## src/rtl/router_pkg.sv

```systemverilog
// Shared widths, header layout and transmit FSM states for the router packet source.
package router_pkg;

  localparam int DEF_DATA_W   = 8;
  localparam int DEF_LEN_W    = 6;
  localparam int DEF_ADDR_W   = 2;
  localparam int DEF_FIFO_D   = 64;
  localparam int DEF_ERR_WAIT = 3;

  localparam int HDR_DEST_LSB = 0;
  localparam int HDR_LEN_LSB  = DEF_ADDR_W;

  localparam int ILLEGAL_DEST = 3;

  typedef enum logic [2:0] {
    ST_IDLE    = 3'd0,
    ST_HEADER  = 3'd1,
    ST_PAYLOAD = 3'd2,
    ST_PARITY  = 3'd3,
    ST_ERRWAIT = 3'd4
  } tx_state_t;

endpackage

```

## src/rtl/router_pkt_tx_if.sv

```systemverilog
// Byte stream between the packet source (master) and the router input port (slave).
interface router_pkt_tx_if #(
  parameter int DATA_W = router_pkg::DEF_DATA_W
) ();

  logic              pkt_valid;
  logic [DATA_W-1:0] data_out;
  logic              busy;
  logic              err;

  modport master (output pkt_valid, data_out, input busy, err);
  modport slave  (input pkt_valid, data_out, output busy, err);

endinterface

```

## src/rtl/router_tx_fifo.sv

```systemverilog
// Synchronous payload FIFO with first-word fall-through head and occupancy count.
module router_tx_fifo #(
  parameter int DATA_W = 8,
  parameter int DEPTH  = 64
) (
  input  logic                       clock,
  input  logic                       resetn,
  input  logic                       wr_en,
  input  logic [DATA_W-1:0]          wr_data,
  input  logic                       rd_en,
  output logic [DATA_W-1:0]          head,
  output logic [$clog2(DEPTH+1)-1:0] count,
  output logic                       full
);

  localparam int PTR_W = (DEPTH > 1) ? $clog2(DEPTH) : 1;
  localparam int CNT_W = $clog2(DEPTH + 1);

  logic [DATA_W-1:0] mem [DEPTH];
  logic [PTR_W-1:0]  wr_ptr;
  logic [PTR_W-1:0]  rd_ptr;
  logic [CNT_W-1:0]  count_q;
  logic [CNT_W-1:0]  count_n;
  logic              full_q;
  logic              push;
  logic              pop;

  function automatic logic [PTR_W-1:0] next_ptr(input logic [PTR_W-1:0] p);
    return (p == PTR_W'(DEPTH - 1)) ? '0 : p + PTR_W'(1);
  endfunction

  // A full buffer drops writes even when a pop happens in the same cycle.
  assign push = wr_en && !full_q;
  assign pop  = rd_en && (count_q != '0);

  always_ff @(posedge clock) begin
    if (push) begin
      mem[wr_ptr] <= wr_data;
    end
  end

  always_comb begin
    count_n = count_q;
    if (push && !pop) begin
      count_n = count_q + CNT_W'(1);
    end else if (!push && pop) begin
      count_n = count_q - CNT_W'(1);
    end
  end

  always_ff @(posedge clock or negedge resetn) begin
    if (!resetn) begin
      wr_ptr  <= '0;
      rd_ptr  <= '0;
      count_q <= '0;
      full_q  <= 1'b0;
    end else begin
      if (push) begin
        wr_ptr <= next_ptr(wr_ptr);
      end
      if (pop) begin
        rd_ptr <= next_ptr(rd_ptr);
      end
      count_q <= count_n;
      full_q  <= (count_n == CNT_W'(DEPTH));
    end
  end

  assign head  = mem[rd_ptr];
  assign count = count_q;
  assign full  = full_q;

endmodule

```

## src/rtl/router_pkt_tx.sv

```systemverilog
// Router packet source: sends header, buffered payload and XOR parity, then samples router err.
module router_pkt_tx
  import router_pkg::*;
#(
  parameter int DATA_W   = DEF_DATA_W,
  parameter int LEN_W    = DEF_LEN_W,
  parameter int ADDR_W   = DEF_ADDR_W,
  parameter int FIFO_D   = DEF_FIFO_D,
  parameter int ERR_WAIT = DEF_ERR_WAIT
) (
  input  logic              clock,
  input  logic              resetn,
  input  logic              wr_en,
  input  logic [DATA_W-1:0] wr_data,
  output logic              buf_full,
  input  logic              start,
  input  logic [ADDR_W-1:0] dest,
  input  logic [LEN_W-1:0]  len,
  output logic              req_ready,
  router_pkt_tx_if.master   tx,
  output logic              done,
  output logic              err_flag,
  output logic              bad_req
);

  localparam int CNT_W  = $clog2(FIFO_D + 1);
  localparam int WAIT_W = (ERR_WAIT > 1) ? $clog2(ERR_WAIT) : 1;

  tx_state_t         state_q, state_n;
  logic [DATA_W-1:0] data_q, data_n;
  logic [DATA_W-1:0] parity_q, parity_n;
  logic [LEN_W-1:0]  rem_q, rem_n;
  logic [WAIT_W-1:0] wait_q, wait_n;
  logic              valid_q, valid_n;
  logic              err_flag_q, err_flag_n;
  logic              ready_q, ready_n;
  logic              done_q, done_n;
  logic              bad_q, bad_n;
  logic              pop;
  logic [DATA_W-1:0] fifo_head;
  logic [CNT_W-1:0]  fifo_count;

  router_tx_fifo #(
    .DATA_W (DATA_W),
    .DEPTH  (FIFO_D)
  ) u_fifo (
    .clock   (clock),
    .resetn  (resetn),
    .wr_en   (wr_en),
    .wr_data (wr_data),
    .rd_en   (pop),
    .head    (fifo_head),
    .count   (fifo_count),
    .full    (buf_full)
  );

  // The byte on data_out is popped from the buffer when it is loaded, so a
  // stall simply holds the output register and never consumes another byte.
  always_comb begin
    state_n    = state_q;
    data_n     = data_q;
    parity_n   = parity_q;
    rem_n      = rem_q;
    wait_n     = wait_q;
    valid_n    = valid_q;
    err_flag_n = err_flag_q;
    ready_n    = ready_q;
    done_n     = 1'b0;
    bad_n      = 1'b0;
    pop        = 1'b0;

    case (state_q)
      ST_IDLE: begin
        if (start) begin
          if ((len == '0) || (dest == ADDR_W'(ILLEGAL_DEST)) ||
              (fifo_count < CNT_W'(len))) begin
            bad_n = 1'b1;
          end else begin
            data_n = '0;
            data_n[HDR_LEN_LSB +: LEN_W]   = len;
            data_n[HDR_DEST_LSB +: ADDR_W] = dest;
            rem_n      = len;
            valid_n    = 1'b1;
            err_flag_n = 1'b0;
            ready_n    = 1'b0;
            state_n    = ST_HEADER;
          end
        end
      end

      ST_HEADER: begin
        if (!tx.busy) begin
          parity_n = data_q;
          data_n   = fifo_head;
          pop      = 1'b1;
          state_n  = ST_PAYLOAD;
        end
      end

      ST_PAYLOAD: begin
        if (!tx.busy) begin
          parity_n = parity_q ^ data_q;
          if (rem_q == LEN_W'(1)) begin
            data_n  = parity_q ^ data_q;
            valid_n = 1'b0;
            state_n = ST_PARITY;
          end else begin
            data_n = fifo_head;
            pop    = 1'b1;
            rem_n  = rem_q - LEN_W'(1);
          end
        end
      end

      ST_PARITY: begin
        if (!tx.busy) begin
          data_n  = '0;
          wait_n  = '0;
          state_n = ST_ERRWAIT;
        end
      end

      ST_ERRWAIT: begin
        err_flag_n = err_flag_q | tx.err;
        if (wait_q == WAIT_W'(ERR_WAIT - 1)) begin
          done_n  = 1'b1;
          ready_n = 1'b1;
          state_n = ST_IDLE;
        end else begin
          wait_n = wait_q + WAIT_W'(1);
        end
      end

      default: begin
        state_n = ST_IDLE;
      end
    endcase
  end

  always_ff @(posedge clock or negedge resetn) begin
    if (!resetn) begin
      state_q    <= ST_IDLE;
      data_q     <= '0;
      parity_q   <= '0;
      rem_q      <= '0;
      wait_q     <= '0;
      valid_q    <= 1'b0;
      err_flag_q <= 1'b0;
      ready_q    <= 1'b1;
      done_q     <= 1'b0;
      bad_q      <= 1'b0;
    end else begin
      state_q    <= state_n;
      data_q     <= data_n;
      parity_q   <= parity_n;
      rem_q      <= rem_n;
      wait_q     <= wait_n;
      valid_q    <= valid_n;
      err_flag_q <= err_flag_n;
      ready_q    <= ready_n;
      done_q     <= done_n;
      bad_q      <= bad_n;
    end
  end

  assign tx.pkt_valid = valid_q;
  assign tx.data_out  = data_q;
  assign req_ready    = ready_q;
  assign done         = done_q;
  assign err_flag     = err_flag_q;
  assign bad_req      = bad_q;

endmodule
```

## src/flat_wrapper.sv

```systemverilog
// flat-port wrapper written by rule: the top's interface ports become plain ports
module router_pkt_tx_flat import router_pkg::*;
#(
  parameter int DATA_W   = DEF_DATA_W,
  parameter int LEN_W    = DEF_LEN_W,
  parameter int ADDR_W   = DEF_ADDR_W,
  parameter int FIFO_D   = DEF_FIFO_D,
  parameter int ERR_WAIT = DEF_ERR_WAIT
)
  (clock, resetn, wr_en, wr_data, buf_full, start, dest, len, req_ready, done, err_flag, bad_req, tx_pkt_valid, tx_data_out, tx_busy, tx_err);
  router_pkt_tx_if #(.DATA_W(DATA_W)) tx_i ();
  input  logic clock;
  input  logic resetn;
  input  logic wr_en;
  input  logic [DATA_W-1:0] wr_data;
  output logic buf_full;
  input  logic start;
  input  logic [ADDR_W-1:0] dest;
  input  logic [LEN_W-1:0] len;
  output logic req_ready;
  output logic done;
  output logic err_flag;
  output logic bad_req;
  output wire logic [$bits(tx_i.pkt_valid)-1:0] tx_pkt_valid;
  output wire logic [$bits(tx_i.data_out)-1:0] tx_data_out;
  input wire logic [$bits(tx_i.busy)-1:0] tx_busy;
  input wire logic [$bits(tx_i.err)-1:0] tx_err;
  assign tx_pkt_valid = tx_i.pkt_valid;
  assign tx_data_out = tx_i.data_out;
  assign tx_i.busy = tx_busy;
  assign tx_i.err = tx_err;
  router_pkt_tx #(.DATA_W(DATA_W), .LEN_W(LEN_W), .ADDR_W(ADDR_W), .FIFO_D(FIFO_D), .ERR_WAIT(ERR_WAIT)) u_core (.clock(clock), .resetn(resetn), .wr_en(wr_en), .wr_data(wr_data), .buf_full(buf_full), .start(start), .dest(dest), .len(len), .req_ready(req_ready), .tx(tx_i), .done(done), .err_flag(err_flag), .bad_req(bad_req));
endmodule
```

## config.mk

```make
export PLATFORM = sky130hd
export DESIGN_NAME = router_pkt_tx_flat
export DESIGN_NICKNAME = d
export VERILOG_FILES = /design/src/rtl/router_pkg.sv /design/src/rtl/router_pkt_tx_if.sv /design/src/rtl/router_tx_fifo.sv /design/src/rtl/router_pkt_tx.sv /design/src/flat_wrapper.sv
export SDC_FILE = /design/constraint.sdc
export NUM_CORES = 1
export LEC_CHECK = 0
export CORE_MARGIN = 2
export CORE_UTILIZATION = 40
export CTS_BUF_LIST = sky130_fd_sc_hd__clkbuf_8
export CTS_CLUSTER_DIAMETER = 40
export DETAILED_ROUTE_END_ITERATION = 6
export DONT_BUFFER_PORTS = 1
export PLACE_DENSITY_LB_ADDON = 0.08
export SLEW_MARGIN = 20
export SYNTH_ARGS = -nofsm -noshare
export SYNTH_HDL_FRONTEND = slang
export SYNTH_SLANG_ARGS = --single-unit
export TNS_END_PERCENT = 10
```

## constraint.sdc

```tcl
create_clock -name clock -period 2.6 [get_ports clock]
set_input_delay 0.52 -clock clock [delete_from_list [all_inputs] [get_ports clock]]
set_output_delay 0.52 -clock clock [all_outputs]
set_load 0.005 [all_outputs]
```

[After elaboration in Yosys (flattened, before gate mapping)]
Memories as Yosys holds them, arrays and structs flattened.
Cells that the tools add are included.
Word-level totals
  flip-flop bits (word level): 52
  RAM bits: 512
  output and inout port bits: 14
  word-level logic and storage cells: 119
  memories: 1
Operators by class
  add/sub/neg operators: 6
  magnitude comparators: 1
  eq/ne operators: 19
  muxes and demuxes: 51
  bitwise operators: 2
  reduce and logical (&&, ||, !) cells: 25
Memories
  u_core.u_fifo.mem: words 64, bits a word 8, rd ports 1, clocked after Yosys merged registers in 0, write ports 1, line router_tx_fifo.sv:19  | logic [DATA_W-1:0] mem [DEPTH];
Operators by type and width (number)
  2-to-1 mux 8 bit: 8
  2-to-1 mux 6 bit: 6
  case mux 8 bit (4 select lines): 1
  2-to-1 mux 3 bit: 7
  2-to-1 mux 1 bit: 17
  case mux 8 bit (2 select lines): 1
  case mux 3 bit (5 select lines): 1
  2-to-1 mux 7 bit: 2
  != test 2 bit (second input constant): 7
  adder 6 x 1 -> 6 bit (second input constant): 2
  equality test 6 bit (second input constant): 2
  case mux 6 bit (2 select lines): 1
  AND reduction 5 bit: 2
  AND reduction 3 bit: 3
  case mux 1 bit (2 select lines): 4
  nonzero test 2 bit: 4
  XOR 8 bit: 1
  adder 7 x 1 -> 7 bit (second input constant): 1
  equality test 7 bit (second input constant): 1
  less-than comparator 7 x 6 -> 1 bit: 1
  AND reduction 7 bit: 1
  nonzero test 7 bit: 1
  subtractor 7 x 1 -> 7 bit (second input constant): 1
  equality test 3 x 2 -> 1 bit (second input constant): 2
  18 further kinds: 27

[Logic depth before layout (Yosys ltp)]
  word-level depth: 9
  gate-level depth with buffers: 11

[Hierarchy]
A second synthesis with hierarchy kept.
Unflattened totals
  cell total of the unflattened synthesis: 1308
  area, all modules: 23198.5 µm²
Modules (own cells, without submodules)
  router_tx_fifo: instances 1, cells each 1062, area an instance 21084.0 µm², seq. area each 15875.2 µm²
  router_pkt_tx: instances 1, cells each 246, area an instance 2114.5 µm², seq. area each 802.0 µm²

[Least setup slack after synthesis]
Ideal clock, no wire load.
  path type: input to register
  from: in len[4]
  to: reg u_core.rem_q[1]
  library setup time: 0.128 ns
  arrival: 2.335 ns
  path slack: 0.137 ns
  stages: 9
  cell sequence: inv_1 > ha_1 > a21o_1 > a211o_1 > a41o_1 > a21o_1 > clkbuf_1 > nand2_1 > mux2_1
Between the ends
  longest elaborated chain between the ends: 5
  elaborated cells between the ends (all ways): 6
RTL lines
  from (decl): line flat_wrapper.sv:19  | input logic [LEN_W-1:0] len;
  branches (longest 2 deep; another with less-than comparator 7 x 6 -> 1 bit)
  logical OR 1 bit *: line router_pkt_tx.sv:75  | if ((len == '0) || (dest == ADDR_W'(ILLEGAL_DEST)) ||
  != test 2 bit (no line) *
  AND reduction 5 bit (no line) *
  to (signal assigned): line router_pkt_tx.sv:156  | rem_q <= rem_n;
  to (decl): line router_pkt_tx.sv:32  | logic [LEN_W-1:0] rem_q, rem_n;
Every way passes the cells marked *.
A chain may end at the register's enable or synchronous reset.

[Worst setup path in the final report]
  from: reg u_core.u_fifo.rd_ptr[0]
  to: reg u_core.data_q[4], in the netlist u_core.tx.data_out[4]
Between the ends
  longest elaborated chain between the ends: 4
  elaborated cells between the ends (all ways): 5
RTL lines
  from (decl): line router_tx_fifo.sv:21  | logic [PTR_W-1:0] rd_ptr;
  from (signal assigned): line router_tx_fifo.sv:62  | rd_ptr <= next_ptr(rd_ptr);
  memory read (64 x 8 bit) *
  2-to-1 mux 8 bit: line router_pkt_tx.sv:103  | if (rem_q == LEN_W'(1)) begin
  2-to-1 mux 8 bit: line router_pkt_tx.sv:101  | if (!tx.busy) begin
  case mux 8 bit (4 select lines) *: line router_pkt_tx.sv:72  | case (state_q)
  to (signal assigned): line router_pkt_tx.sv:154  | data_q <= data_n;
  to (decl): line router_pkt_tx.sv:30  | logic [DATA_W-1:0] data_q, data_n;
Every way passes the cells marked *; elsewhere a longest branch is shown, timed or not. The select of a mux whose other input is x is not followed.

==> results.sh <==
export IMPL_arrival_ps=3170
export IMPL_max_slew_margin=0.514
export IMPL_hold_violations=0
export IMPL_numCtsBuffers=105
export IMPL_htree_levels=3
export IMPL_core_area_um2=57800
export IMPL_final_area_um2=28300
export IMPL_post_route_util=0.489
export IMPL_ff_latch_area_um2=16700
export IMPL_startpoint_type="flop"
export IMPL_clk_latency_ps=720
export IMPL_dp_slack_ps=-395
export IMPL_place_area_um2=25500
export IMPL_crit_top_cell="mux4_2"
export IMPL_grt_max_degree=65
export IMPL_track_usage=0.209
export IMPL_placed_cells=2206
export IMPL_worstMarginPinSlew_ps=728
export IMPL_synth_warnings=0
export IMPL_viasPerCell=5.49
export IMPL_critical_path_startpoint="u_core.u_fifo.rd_ptr[0]$_DFFE_PN0P_"
export IMPL_layout_nets=1609
export IMPL_tritoncts="built"
export IMPL_die_h_um=246
export IMPL_synth_fp_nets=1389
export IMPL_hpwl_mm=39.8
export IMPL_cp_max_fo=7
export IMPL_netlist_instances=1354
export IMPL_die_width_um=246
export IMPL_rsz0062_at_grt="true"
export IMPL_first_pass_iters=5
export IMPL_maxCapViolCount=0
export IMPL_reg2reg_slack_ps=20
export IMPL_drive_above_1_share=0.302
export IMPL_crit_path_end="u_core.tx.data_out[4]$_DFFE_PN0P_"
export IMPL_gp_congestion=0.822
export IMPL_die_area_um2=60600
export IMPL_switching_power_mw=9.79
export IMPL_vias=13300
export IMPL_antenna_found_initial=1
export IMPL_cp_required_ps=3180
export IMPL_period_minus_slack_ps=2580
export IMPL_grt_overflow=0
export IMPL_numPortBuffers=0
export IMPL_hp_class="in2reg"
export IMPL_r2r_end="u_core.tx.data_out[4]$_DFFE_PN0P_"
export IMPL_syn_cell_area_um2=23500
export IMPL_fillCellCount=4894
export IMPL_setup_viol=0
export IMPL_outcome="finished clean"
export IMPL_grt_pass1_wl_mm=91.4
export IMPL_start_util=0.406
export IMPL_max_freq_ghz=0.387
export IMPL_slew_violations=0
export IMPL_cp_num_buf_inv=1
export IMPL_clock_skew_ps=26.7
export IMPL_cpPeakStageDelay_ps=580
export IMPL_p_sw_frac=0.328
export IMPL_drc=0
export IMPL_area_growth_pct=20.5
export IMPL_period_share=0.993
export IMPL_critical_path_depth=6
export IMPL_yosys_most_used_dff="edfxtp_1"
export IMPL_powerDensity_nw_per_um2=1050
export IMPL_slowest_stage="mux4_2"
export IMPL_peakVddDrop_uv=502
export IMPL_p_seq_frac=0.378
export IMPL_final_cells=2430
export IMPL_clockBufferDepth=3
export IMPL_routed_wl_mm=62.4
export IMPL_leakagePower_nw=9.70
export IMPL_drtIter0Drc=1116
export IMPL_p_int_mw=20.0
export IMPL_row_count=88
export IMPL_ys_types=74
export IMPL_clkPwrFrac=0.293
export IMPL_fin_total_pwr_mw=29.8
export IMPL_ys_seq_area_frac=0.710
export IMPL_hold_ws_ps=70.7
export IMPL_io_pins=36
export IMPL_wire_per_inst_um=25.7
export IMPL_crit_path_cell_trace="buf_12 -> mux4_2 -> mux4_2 -> a221oi_4 -> o211ai_1 -> o221a_2"
export IMPL_avgSynthCellArea_um2=17.3
export IMPL_cp_end_kind="flop"
export IMPL_reg2reg_depth=6
export IMPL_ctsRootBufferMaster="clkbuf_8"
export IMPL_fin_tns_setup_ps=0
export IMPL_ys_ff_latch=564
export IMPL_multi_input_area_um2=6510
export IMPL_mostFrequentLayoutCells="512 x edfxtp_1, 147 x buf_4, 113 x clkbuf_8"
export IMPL_timing_rr_start="u_core.u_fifo.rd_ptr[0]$_DFFE_PN0P_"
export IMPL_drtAntennaViolNets=0
export IMPL_setup_ws_ps=16.9
export IMPL_async_flop_share=0.0922
export IMPL_grt_pass1_vias=13800
export IMPL_mostFrequentLayoutCell="edfxtp_1"
export IMPL_synth_edf_count=512
export IMPL_critical_path_top_delay_family="multiplexers"
export IMPL_cts_clk_slew_worst_paths_ps=60
export IMPL_cts_sinks=564
export IMPL_p_comb_frac=0.329
export IMPL_worst_setup_path_type="reg2reg"
timing repair:
action | 4_1_cts | 5_1_grt
buffers inserted | 8 | 1
setup endpoints to repair | 7 | 9
cloned | 1 | 0
resized for setup | 12 | 17
hold buffers | 16 | 0
hold endpoints to repair | 571 | 0
pin swaps | 4 | 3
state kept, by name (all words and copies together), names as in the netlist:
signal / flops
u_core.u_fifo.rd_ptr: 6
u_core.tx.data_out: 8
u_core.parity_q: 8
u_core.bad_req: 1
u_core.tx.pkt_valid: 1
u_core.rem_q: 6
u_core.u_fifo.mem: 512
u_core.done: 1
u_core.u_fifo.full: 1
u_core.u_fifo.wr_ptr: 6
u_core.req_ready: 1
u_core.u_fifo.count: 7
u_core.err_flag: 1
u_core.state_q: 3
u_core.wait_q: 2
power by group through the flow:
stage          Combinational (mW)  Sequential, mW  Clock [mW]
2_1_floorplan                5.82            11.0           0
3_3_place_gp                 9.22            11.4           0
3_5_place_dp                 9.24            11.5           0
4_1_cts                      9.80            11.3        8.94
5_1_grt                      10.5            11.4        9.34
6_report                     9.83            11.3        8.73
routing by layer:
layer | part of all wire | GRT usage | wire [um] | vias up
met5 | 0 | 0 | 0 | -
met4 | 0.020 | 0.0526 | 1230 | 0
met3 | 0.059 | 0.0496 | 3680 | 86
met2 | 0.47 | 0.327 | 29300 | 381
met1 | 0.45 | 0.294 | 28200 | 6930
li1 | - | - | - | 5934
synth_stat cells, types with 6 or more instances:
| master | count | share of area |
|---|---|---|
| a211oi_1 | 8 | 0.0026 |
| a21o_1 | 6 | 0.0019 |
| a21oi_1 | 40 | 0.0085 |
| a221oi_1 | 12 | 0.0045 |
| a22oi_1 | 12 | 0.0038 |
| a31oi_1 | 14 | 0.0037 |
| and2_1 | 8 | 0.0021 |
| buf_1 | 6 | 0.00096 |
| buf_2 | 21 | 0.0045 |
| buf_4 | 6 | 0.0019 |
| clkbuf_1 | 34 | 0.0054 |
| dfrtp_1 | 51 | 0.054 |
| edfxtp_1 | 512 | 0.65 |
| ha_1 | 13 | 0.0069 |
| inv_1 | 15 | 0.0024 |
| mux2_2 | 28 | 0.013 |
| mux2i_1 | 47 | 0.020 |
| mux4_2 | 111 | 0.11 |
| nand2_1 | 68 | 0.011 |
| nand2b_1 | 8 | 0.0021 |
| nand3_1 | 21 | 0.0045 |
| nand3b_1 | 7 | 0.0022 |
| nand4_1 | 12 | 0.0032 |
| nor2_1 | 111 | 0.018 |
| nor2b_1 | 15 | 0.0040 |
| nor3_1 | 10 | 0.0021 |
| nor4_1 | 6 | 0.0016 |
| o2111ai_1 | 6 | 0.0022 |
| o211ai_1 | 11 | 0.0035 |
| o21ai_0 | 12 | 0.0026 |
| o22ai_1 | 8 | 0.0021 |
| xnor2_1 | 10 | 0.0037 |
| xor2_1 | 9 | 0.0034 |
how the worst min path moves through the flow:
stage	start	end	slack (ps)	cells past startpoint
2_1_floorplan	resetn	u_core.bad_req$_DFF_PN0_	220	0
3_5_place_dp	resetn	u_core.done$_DFF_PN0_	230	0
3_3_place_gp	resetn	u_core.done$_DFF_PN0_	230	0
6_report	len[5]	u_core.rem_q[5]$_DFFE_PN0P_	70	2
4_1_cts	len[5]	u_core.rem_q[5]$_DFFE_PN0P_	20	2
5_1_grt	len[5]	u_core.rem_q[5]$_DFFE_PN0P_	30	2
cell type report:
type / count / area share
inverter: 17 / 0.00234
timing repair buffer: 185 / 0.0666
tap: 765 / 0.0338
clock inverter: 84 / 0.0220
antenna: 1 / 0.0000885
sequential: 564 / 0.590
clock buffer: 113 / 0.0550
multi-input combinational: 701 / 0.230
cells by family (layout without fill, tap and decap cells):
family	count (synthesis)	count (layout)	share of synthesized area
buffers and inverters	89	399	0.0179
DFF	564	564	0.710
and+or+nand+nor	295	295	0.0596
muxes	187	187	0.140
other	0	1	0
adders and majority gates	14	14	0.00736
AOI/OAI and AO/OA	186	186	0.0571
xor gates and xnor gates	19	19	0.00709
Power figures use the tool's default switching activity.
